--- config.mk ---
export PLATFORM = sky130hd
export DESIGN_NAME = rx_frame_decoder_flat
export DESIGN_NICKNAME = d
export VERILOG_FILES = /design/src/rtl/rx_frame_decoder_pkg.sv /design/src/rtl/rx_frame_decoder_if.sv /design/src/rtl/rx_frame_decoder_timeout.sv /design/src/rtl/rx_frame_decoder.sv /design/src/flat_wrapper.sv
export SDC_FILE = /design/constraint.sdc
export NUM_CORES = 1
export LEC_CHECK = 0
export ABC_CLOCK_PERIOD_IN_PS = 1800
export BUFFER_PORTS_ARGS = -buffer_cell sky130_fd_sc_hd__buf_2
export CORE_MARGIN = 5
export CORE_UTILIZATION = 52
export DETAILED_ROUTE_END_ITERATION = 8
export GPL_TIMING_DRIVEN = 0
export PLACE_DENSITY_LB_ADDON = 0.08
export SLEW_MARGIN = 20
export SYNTH_ARGS = -nofsm -noshare
export SYNTH_HDL_FRONTEND = slang
export SYNTH_SLANG_ARGS = --single-unit
--- constraint.sdc ---
create_clock -name clk -period 1.8 [get_ports clk]
set_input_delay 0 -clock clk [delete_from_list [all_inputs] [get_ports clk]]
set_output_delay 0 -clock clk [all_outputs]
set_load 0.02 [all_outputs]
--- src/rtl/rx_frame_decoder_pkg.sv ---
// ControlRx_in: constants and types shared by the UART frame decoder.
// Frame layout: HDR, L, CMD, payload (L-1 bytes), TAIL, where L counts CMD plus payload.
// Contents:
//   DataIn_t     - received byte type
//   rx_state_t   - decoder FSM state encoding
//   cmd_len_ok() - legal CMD/L pairing check
package ControlRx_in;

    typedef logic [7:0] DataIn_t;

    localparam DataIn_t HDR_BYTE     = 8'hFE;
    localparam DataIn_t TAIL_BYTE    = 8'hEF;
    localparam DataIn_t CMD_SET_SIZE = 8'h01;
    localparam DataIn_t CMD_START    = 8'h03;
    localparam DataIn_t CMD_LOAD     = 8'h04;

    typedef enum logic [2:0] {
        ST_IDLE,
        ST_LEN,
        ST_CMD,
        ST_PAYLOAD,
        ST_TAIL
    } rx_state_t;

    // Each command accepts exactly one shape of length field.
    function automatic logic cmd_len_ok(input DataIn_t cmd, input DataIn_t len);
        logic ok;
        case (cmd)
            CMD_SET_SIZE: ok = (len == 8'd2);
            CMD_START:    ok = (len == 8'd1);
            CMD_LOAD:     ok = (len >= 8'd2);
            default:      ok = 1'b0;
        endcase
        return ok;
    endfunction

endpackage

--- src/rtl/rx_frame_decoder_if.sv ---
// rx_frame_decoder_if: byte input and scheduler/RAM outputs of the frame decoder.
//   rx_data/rx_valid      - received UART byte and its one-cycle strobe
//   Size_Matriz           - committed matrix size
//   enable_Data           - one-cycle start pulse
//   ram_we/addr/wdata     - RAM write port
//   frame_err             - one-cycle pulse on a rejected frame
//   busy                  - decoder is inside a frame
// slave modport faces the decoder, master modport faces the byte source.
interface rx_frame_decoder_if;
    import ControlRx_in::*;

    DataIn_t    rx_data;
    logic       rx_valid;
    logic [7:0] Size_Matriz;
    logic       enable_Data;
    logic       ram_we;
    logic [6:0] ram_addr;
    logic [7:0] ram_wdata;
    logic       frame_err;
    logic       busy;

    modport slave (
        input  rx_data, rx_valid,
        output Size_Matriz, enable_Data, ram_we, ram_addr, ram_wdata, frame_err, busy
    );

    modport master (
        output rx_data, rx_valid,
        input  Size_Matriz, enable_Data, ram_we, ram_addr, ram_wdata, frame_err, busy
    );

endinterface

--- src/rtl/rx_frame_decoder_timeout.sv ---
// rx_timeout_counter: counts idle cycles between bytes of a frame.
//   clk, reset  - clock, synchronous active-high reset
//   clear_i     - restart the gap count (byte seen, idle, or timeout taken)
//   count_i     - count this cycle (decoder inside a frame)
//   timeout_o   - gap has reached TIMEOUT_CYC cycles
module rx_timeout_counter #(
    parameter int TIMEOUT_CYC = 1000
) (
    input  logic clk,
    input  logic reset,
    input  logic clear_i,
    input  logic count_i,
    output logic timeout_o
);

    localparam int W = $clog2(TIMEOUT_CYC + 1);

    logic [W-1:0] cnt_q;

    always_ff @(posedge clk) begin
        if (reset) begin
            cnt_q <= '0;
        end else if (clear_i) begin
            cnt_q <= '0;
        end else if (count_i && (cnt_q != W'(TIMEOUT_CYC))) begin
            cnt_q <= cnt_q + W'(1);
        end
    end

    assign timeout_o = (cnt_q == W'(TIMEOUT_CYC));

endmodule

--- src/rtl/rx_frame_decoder.sv ---
// rx_frame_decoder: parses FE,L,CMD,payload,EF frames from a UART byte stream,
// writes load-data payload to RAM and commits size/start commands.
//   clk, reset - clock, synchronous active-high reset
//   bus        - rx_frame_decoder_if.slave (byte input, scheduler and RAM outputs)
// All outputs are registered: effects of a byte appear the cycle after its rx_valid.
//
// state      | meaning
// -----------+-----------------------------------------------
// ST_IDLE    | waiting for header byte, other bytes ignored
// ST_LEN     | next byte is length L
// ST_CMD     | next byte is the command code
// ST_PAYLOAD | consuming L-1 payload bytes
// ST_TAIL    | next byte must be the tail, commit on match
module rx_frame_decoder
    import ControlRx_in::*;
#(
    parameter int TIMEOUT_CYC = 1000,
    parameter int MAX_N       = 8
) (
    input  logic                  clk,
    input  logic                  reset,
    rx_frame_decoder_if.slave     bus
);

    localparam int MAX_L = MAX_N * MAX_N + MAX_N + 1;

    rx_state_t  state_q, state_d;
    DataIn_t    len_q, len_d;
    DataIn_t    cmd_q, cmd_d;
    DataIn_t    pay_cnt_q, pay_cnt_d;
    DataIn_t    pend_q, pend_d;
    DataIn_t    size_q, size_d;
    DataIn_t    wdata_q, wdata_d;
    logic [6:0] addr_q, addr_d;
    logic       we_q, we_d;
    logic       en_q, en_d;
    logic       err_q, err_d;

    logic busy;
    logic timeout;
    logic len_bad;
    logic cmd_bad;
    logic last_payload;

    assign busy         = (state_q != ST_IDLE);
    assign len_bad      = (bus.rx_data == 8'h00) || (int'(bus.rx_data) > MAX_L);
    assign cmd_bad      = !cmd_len_ok(bus.rx_data, len_q);
    assign last_payload = (pay_cnt_q == len_q - 8'd2);

    // Clearing on timeout keeps the expired count from re-firing while the FSM drops to idle.
    rx_timeout_counter #(
        .TIMEOUT_CYC(TIMEOUT_CYC)
    ) u_gap (
        .clk       (clk),
        .reset     (reset),
        .clear_i   (bus.rx_valid || !busy || timeout),
        .count_i   (busy),
        .timeout_o (timeout)
    );

    always_ff @(posedge clk) begin
        if (reset) begin
            state_q <= ST_IDLE;
        end else begin
            state_q <= state_d;
        end
    end

    // Timeout wins over a byte arriving in the same cycle; that byte is dropped.
    always_comb begin
        state_d = state_q;
        if (timeout) begin
            state_d = ST_IDLE;
        end else if (bus.rx_valid) begin
            case (state_q)
                ST_IDLE:    if (bus.rx_data == HDR_BYTE) state_d = ST_LEN;
                ST_LEN:     state_d = len_bad ? ST_IDLE : ST_CMD;
                ST_CMD: begin
                    if (cmd_bad)             state_d = ST_IDLE;
                    else if (len_q == 8'd1)  state_d = ST_TAIL;
                    else                     state_d = ST_PAYLOAD;
                end
                ST_PAYLOAD: if (last_payload) state_d = ST_TAIL;
                ST_TAIL:    state_d = ST_IDLE;
                default:    state_d = ST_IDLE;
            endcase
        end
    end

    always_comb begin
        len_d     = len_q;
        cmd_d     = cmd_q;
        pay_cnt_d = pay_cnt_q;
        pend_d    = pend_q;
        size_d    = size_q;
        wdata_d   = wdata_q;
        addr_d    = addr_q;
        we_d      = 1'b0;
        en_d      = 1'b0;
        err_d     = 1'b0;
        if (timeout) begin
            err_d = 1'b1;
        end else if (bus.rx_valid) begin
            case (state_q)
                ST_LEN: begin
                    if (len_bad) err_d = 1'b1;
                    else         len_d = bus.rx_data;
                end
                ST_CMD: begin
                    cmd_d     = bus.rx_data;
                    pay_cnt_d = '0;
                    err_d     = cmd_bad;
                end
                ST_PAYLOAD: begin
                    pay_cnt_d = pay_cnt_q + 8'd1;
                    if (cmd_q == CMD_LOAD) begin
                        we_d    = 1'b1;
                        addr_d  = pay_cnt_q[6:0];
                        wdata_d = bus.rx_data;
                    end else begin
                        pend_d  = bus.rx_data;
                    end
                end
                ST_TAIL: begin
                    if (bus.rx_data != TAIL_BYTE) begin
                        err_d = 1'b1;
                    end else if (cmd_q == CMD_SET_SIZE) begin
                        if (pend_q == 8'h00 || int'(pend_q) > MAX_N) err_d  = 1'b1;
                        else                                          size_d = pend_q;
                    end else if (cmd_q == CMD_START) begin
                        if (size_q == 8'h00) err_d = 1'b1;
                        else                 en_d  = 1'b1;
                    end
                end
                default: ;
            endcase
        end
    end

    always_ff @(posedge clk) begin
        if (reset) begin
            len_q     <= '0;
            cmd_q     <= '0;
            pay_cnt_q <= '0;
            pend_q    <= '0;
            size_q    <= '0;
            wdata_q   <= '0;
            addr_q    <= '0;
            we_q      <= 1'b0;
            en_q      <= 1'b0;
            err_q     <= 1'b0;
        end else begin
            len_q     <= len_d;
            cmd_q     <= cmd_d;
            pay_cnt_q <= pay_cnt_d;
            pend_q    <= pend_d;
            size_q    <= size_d;
            wdata_q   <= wdata_d;
            addr_q    <= addr_d;
            we_q      <= we_d;
            en_q      <= en_d;
            err_q     <= err_d;
        end
    end

    assign bus.Size_Matriz = size_q;
    assign bus.enable_Data = en_q;
    assign bus.ram_we      = we_q;
    assign bus.ram_addr    = addr_q;
    assign bus.ram_wdata   = wdata_q;
    assign bus.frame_err   = err_q;
    assign bus.busy        = busy;

endmodule
--- src/flat_wrapper.sv ---
// flat-port wrapper written by rule: the top's interface ports become plain ports
module rx_frame_decoder_flat import ControlRx_in::*;
#(
    parameter int TIMEOUT_CYC = 1000,
    parameter int MAX_N       = 8
)
  (clk, reset, bus_rx_data, bus_rx_valid, bus_Size_Matriz, bus_enable_Data, bus_ram_we, bus_ram_addr, bus_ram_wdata, bus_frame_err, bus_busy);
  rx_frame_decoder_if bus_i ();
  input  logic clk;
  input  logic reset;
  input wire logic [$bits(bus_i.rx_data)-1:0] bus_rx_data;
  input wire logic [$bits(bus_i.rx_valid)-1:0] bus_rx_valid;
  output wire logic [$bits(bus_i.Size_Matriz)-1:0] bus_Size_Matriz;
  output wire logic [$bits(bus_i.enable_Data)-1:0] bus_enable_Data;
  output wire logic [$bits(bus_i.ram_we)-1:0] bus_ram_we;
  output wire logic [$bits(bus_i.ram_addr)-1:0] bus_ram_addr;
  output wire logic [$bits(bus_i.ram_wdata)-1:0] bus_ram_wdata;
  output wire logic [$bits(bus_i.frame_err)-1:0] bus_frame_err;
  output wire logic [$bits(bus_i.busy)-1:0] bus_busy;
  assign bus_i.rx_data = bus_rx_data;
  assign bus_i.rx_valid = bus_rx_valid;
  assign bus_Size_Matriz = bus_i.Size_Matriz;
  assign bus_enable_Data = bus_i.enable_Data;
  assign bus_ram_we = bus_i.ram_we;
  assign bus_ram_addr = bus_i.ram_addr;
  assign bus_ram_wdata = bus_i.ram_wdata;
  assign bus_frame_err = bus_i.frame_err;
  assign bus_busy = bus_i.busy;
  rx_frame_decoder #(.TIMEOUT_CYC(TIMEOUT_CYC), .MAX_N(MAX_N)) u_core (.clk(clk), .reset(reset), .bus(bus_i));
endmodule
==> results_dict.tcl <==
set metrics [dict create \
    ys.flop_type "dfxtp_1" \
    numCtsBuffers 9 \
    cts_sinks 71 \
    synth_edf_count 0 \
    first_pass_iters 4 \
    dieArea_um2 8120 \
    yosys.area.top_type "dfxtp_1" \
    syn_inst 377 \
    synth_top_area_share 0.426 \
    power_frac_clock 0.303 \
    vdd_drop_max_mv 0.697 \
    p_per_area_nw_per_um2 939 \
    io_pins 38 \
    place_hpwl_mm 5.26 \
    syn_avg_cell_area_um2 8.85 \
    critPathTopFamily "simple AND/OR/NAND/NOR gates" \
    cts_tree "yes" \
    p_sw_frac 0.315 \
    syn2layout_area_growth_pct 21.6 \
    setup_viol 0 \
    grt_util_all_layers 0.196 \
    crit_chain "inv_2 > ha_4 > nand3b_1 > buf_4 > o311ai_4 > nor3b_2 > buf_6 > mux2i_1 > nor2_1" \
    maxSlewHeadroom 0.625 \
    status "complete, no violations" \
    yosysUniqueCellTypes 54 \
    vias_per_cell 5.55 \
    cp_slowest_stage_delay_ns 0.36 \
    setup.worst_path.start_class "flip-flop" \
    antenna_found_initial 0 \
    synthesis.nets 392 \
    yosys_warnings 0 \
    fin_cells 513 \
    place.gp.congestion 0.840 \
    fin_crit_sh 0.985 \
    synth.cell_area_um2 3340 \
    placed_cells 484 \
    hold_path_class "input pin to flip-flop" \
    fin_crit_ns 1.77 \
    grt_pass1_wl_mm 13.1 \
    ant_nets 0 \
    clk_pin_slew_ns 0.08 \
    max_freq_ghz 0.564 \
    cts_max_path_buffers 2 \
    critPathKind "flip-flop to flip-flop" \
    combPwrFrac 0.238 \
    postRouteWirelength_mm 7.91 \
    final_hold_viol_count 0 \
    whs_ns 0.0398 \
    worstPathMaxFanout 8 \
    root_buffer "clkbuf_8" \
    core-area_um2 6310 \
    netlist_top_cells_area "dfxtp_1 (43%), mux2i_1 (10%), nor2_1 (7.1%)" \
    async_flop_share 0 \
    fin_setup_tns_ns 0 \
    required_ns 2.01 \
    layout-drive-gt1-share 0.232 \
    final_util 0.643 \
    report.final.slew_viol_count 0 \
    seq_power_share 0.460 \
    grt_pass1_vias 2681 \
    wl_per_cell_um 15.4 \
    skew_ns 0.00868 \
    num_rows 29 \
    grt_max_degree 12 \
    synth_seq_area_share 0.426 \
    fill_cells 569 \
    fin_nets 446 \
    power_uw 3810 \
    drt-initial-drc-count 205 \
    vias 2847 \
    portBuffers 30 \
    rsz0062_at_grt "true" \
    diodes 0 \
    drv_cap 0 \
    htreeDepth 3 \
    worst-path-buf-inv 3 \
    p_leak_uw 0.00165 \
    synth_common_cells "dfxtp_1 (71), nor2_1 (63), mux2i_1 (34)" \
    synth_most_common_cell "dfxtp_1" \
    die_h_um 90.1 \
    multi_input_area_um2 1890 \
    switchingPower_uw 1200 \
    die_w_um 90.1 \
    ff_latch_area_um2 1440 \
    clk_latency_ns 0.34 \
    ys_ff_latch 71 \
    cp.arrival_ns 1.99 \
    gr-total-overflow 0 \
    crit_slowest_cell "dfxtp_2" \
    worstSetupEndpointType "flip-flop" \
    drc 0 \
    internal_power_uw 2610 \
    initial_core_util 0.529 \
    tightest_slew_ns 0.562 \
]
-- registers in the layout, indices dropped and copies added, names as in the netlist --
| name | cells |
|---|---|
| u_core.len_q | 8 |
| u_core.bus.enable_Data | 1 |
| u_core.state_q | 3 |
| u_core.bus.ram_wdata | 8 |
| u_core.bus.ram_we | 1 |
| u_core.bus.frame_err | 1 |
| u_core.bus.Size_Matriz | 8 |
| u_core.pay_cnt_q | 8 |
| u_core.bus.ram_addr | 7 |
| u_core.u_gap.cnt_q | 10 |
| u_core.pend_q | 8 |
| u_core.cmd_q | 8 |
-- timing repair --
| item | in CTS | in global routing |
|---|---|---|
| endpoints found under the setup margin | 55 | 59 |
| hold buffers | 1 | 0 |
| pin swaps | 7 | 12 |
| buffers inserted | 8 | 4 |
| cloned | 0 | 1 |
| gates resized for setup | 20 | 26 |
| hold endpoints to repair | 3 | 0 |
-- final timing paths --
kind	end	cells after the start	slack, ns	startpoint
setup / recovery	u_core.pend_q[0]$_SDFFE_PP0P_	9	0.03	u_core.u_gap.cnt_q[0]$_SDFFE_PP0P_
setup reg to reg	u_core.pend_q[0]$_SDFFE_PP0P_	9	0.03	u_core.u_gap.cnt_q[0]$_SDFFE_PP0P_
hold / removal	u_core.bus.enable_Data$_SDFF_PP0_	3	0.04	reset
hold reg to reg	u_core.bus.Size_Matriz[4]$_SDFFE_PP0P_	2	0.44	u_core.bus.Size_Matriz[4]$_SDFFE_PP0P_
-- cell families (layout without fill, tap and decap cells) --
group,count (synthesis),in the layout,synth area share
AO/OA/AOI/OAI,44,44,0.0956
AND/OR/NAND/NOR,166,166,0.257
adder cells (fa/ha/maj),4,4,0.0150
multiplexers,34,34,0.102
flip-flops,71,71,0.426
buffers and inverters,36,95,0.0469
XOR/XNOR,22,22,0.0577
-- area by class of cell --
| class | count | share of cell area |
|---|---|---|
| clock buffer | 13 | 0.0391 |
| clock inverter | 3 | 0.00431 |
| sequential | 71 | 0.353 |
| inverter | 13 | 0.0120 |
| tap | 77 | 0.0237 |
| timing repair buffer | 44 | 0.0718 |
| multi-input combinational | 270 | 0.467 |
| buffer | 22 | 0.0290 |
-- metrics by stage --
stage          worst slack [ns]  area [µm²]
2_1_floorplan            0.0163        3340
3_3_place_gp             -0.238        3580
3_5_place_dp             -0.265        3580
4_1_cts               -0.000652        3920
5_1_grt                 -0.0577        4060
6_report                 0.0263        4060
-- layer usage --
metal | GRT usage | vias to the layer above | part of all wire
met2 | 0.308 | 75 | 0.46
met4 | 0.0633 | 0 | 0.019
li1 | - | 1426 | -
met5 | 0 | - | 0
met3 | 0.0409 | 13 | 0.056
met1 | 0.267 | 1333 | 0.46
-- cell usage in the layout (no fill, tap or decap), types with 3 or more instances in the layout --
| cell type | n |
|---|---|
| clkbuf_1 | 17 |
| xor2_1 | 12 |
| o21ai_0 | 4 |
| nand3b_1 | 3 |
| buf_4 | 11 |
| nor4_1 | 5 |
| dfxtp_1 | 64 |
| buf_2 | 32 |
| dfxtp_2 | 5 |
| nand3_1 | 17 |
| a31oi_1 | 4 |
| mux2i_1 | 34 |
| nor2_1 | 63 |
| a21oi_1 | 14 |
| and3_1 | 3 |
| nand4_1 | 7 |
| nand2_1 | 21 |
| xnor2_1 | 10 |
| clkbuf_8 | 11 |
| nor3_1 | 9 |
| inv_1 | 11 |
| nand2b_1 | 7 |
| nor4_2 | 3 |
-- worst register-to-register path: stages, from the launching register on --
cell      delay, ns
dfxtp_2        0.36
inv_2          0.05
ha_4           0.15
nand3b_1       0.13
buf_4          0.15
o311ai_4       0.10
nor3b_2        0.29
buf_6          0.19
mux2i_1        0.19
nor2_1         0.05
-- power groups by stage --
stage	Clock, µW	Sequential [µW]	Combinational (µW)
after floorplan	0	1750	566
after global placement	0	1760	749
after detailed placement	0	1760	758
after CTS	1180	1730	825
after global routing	1260	1770	1010
final	1150	1750	906
(Power assumes the default switching activity.)
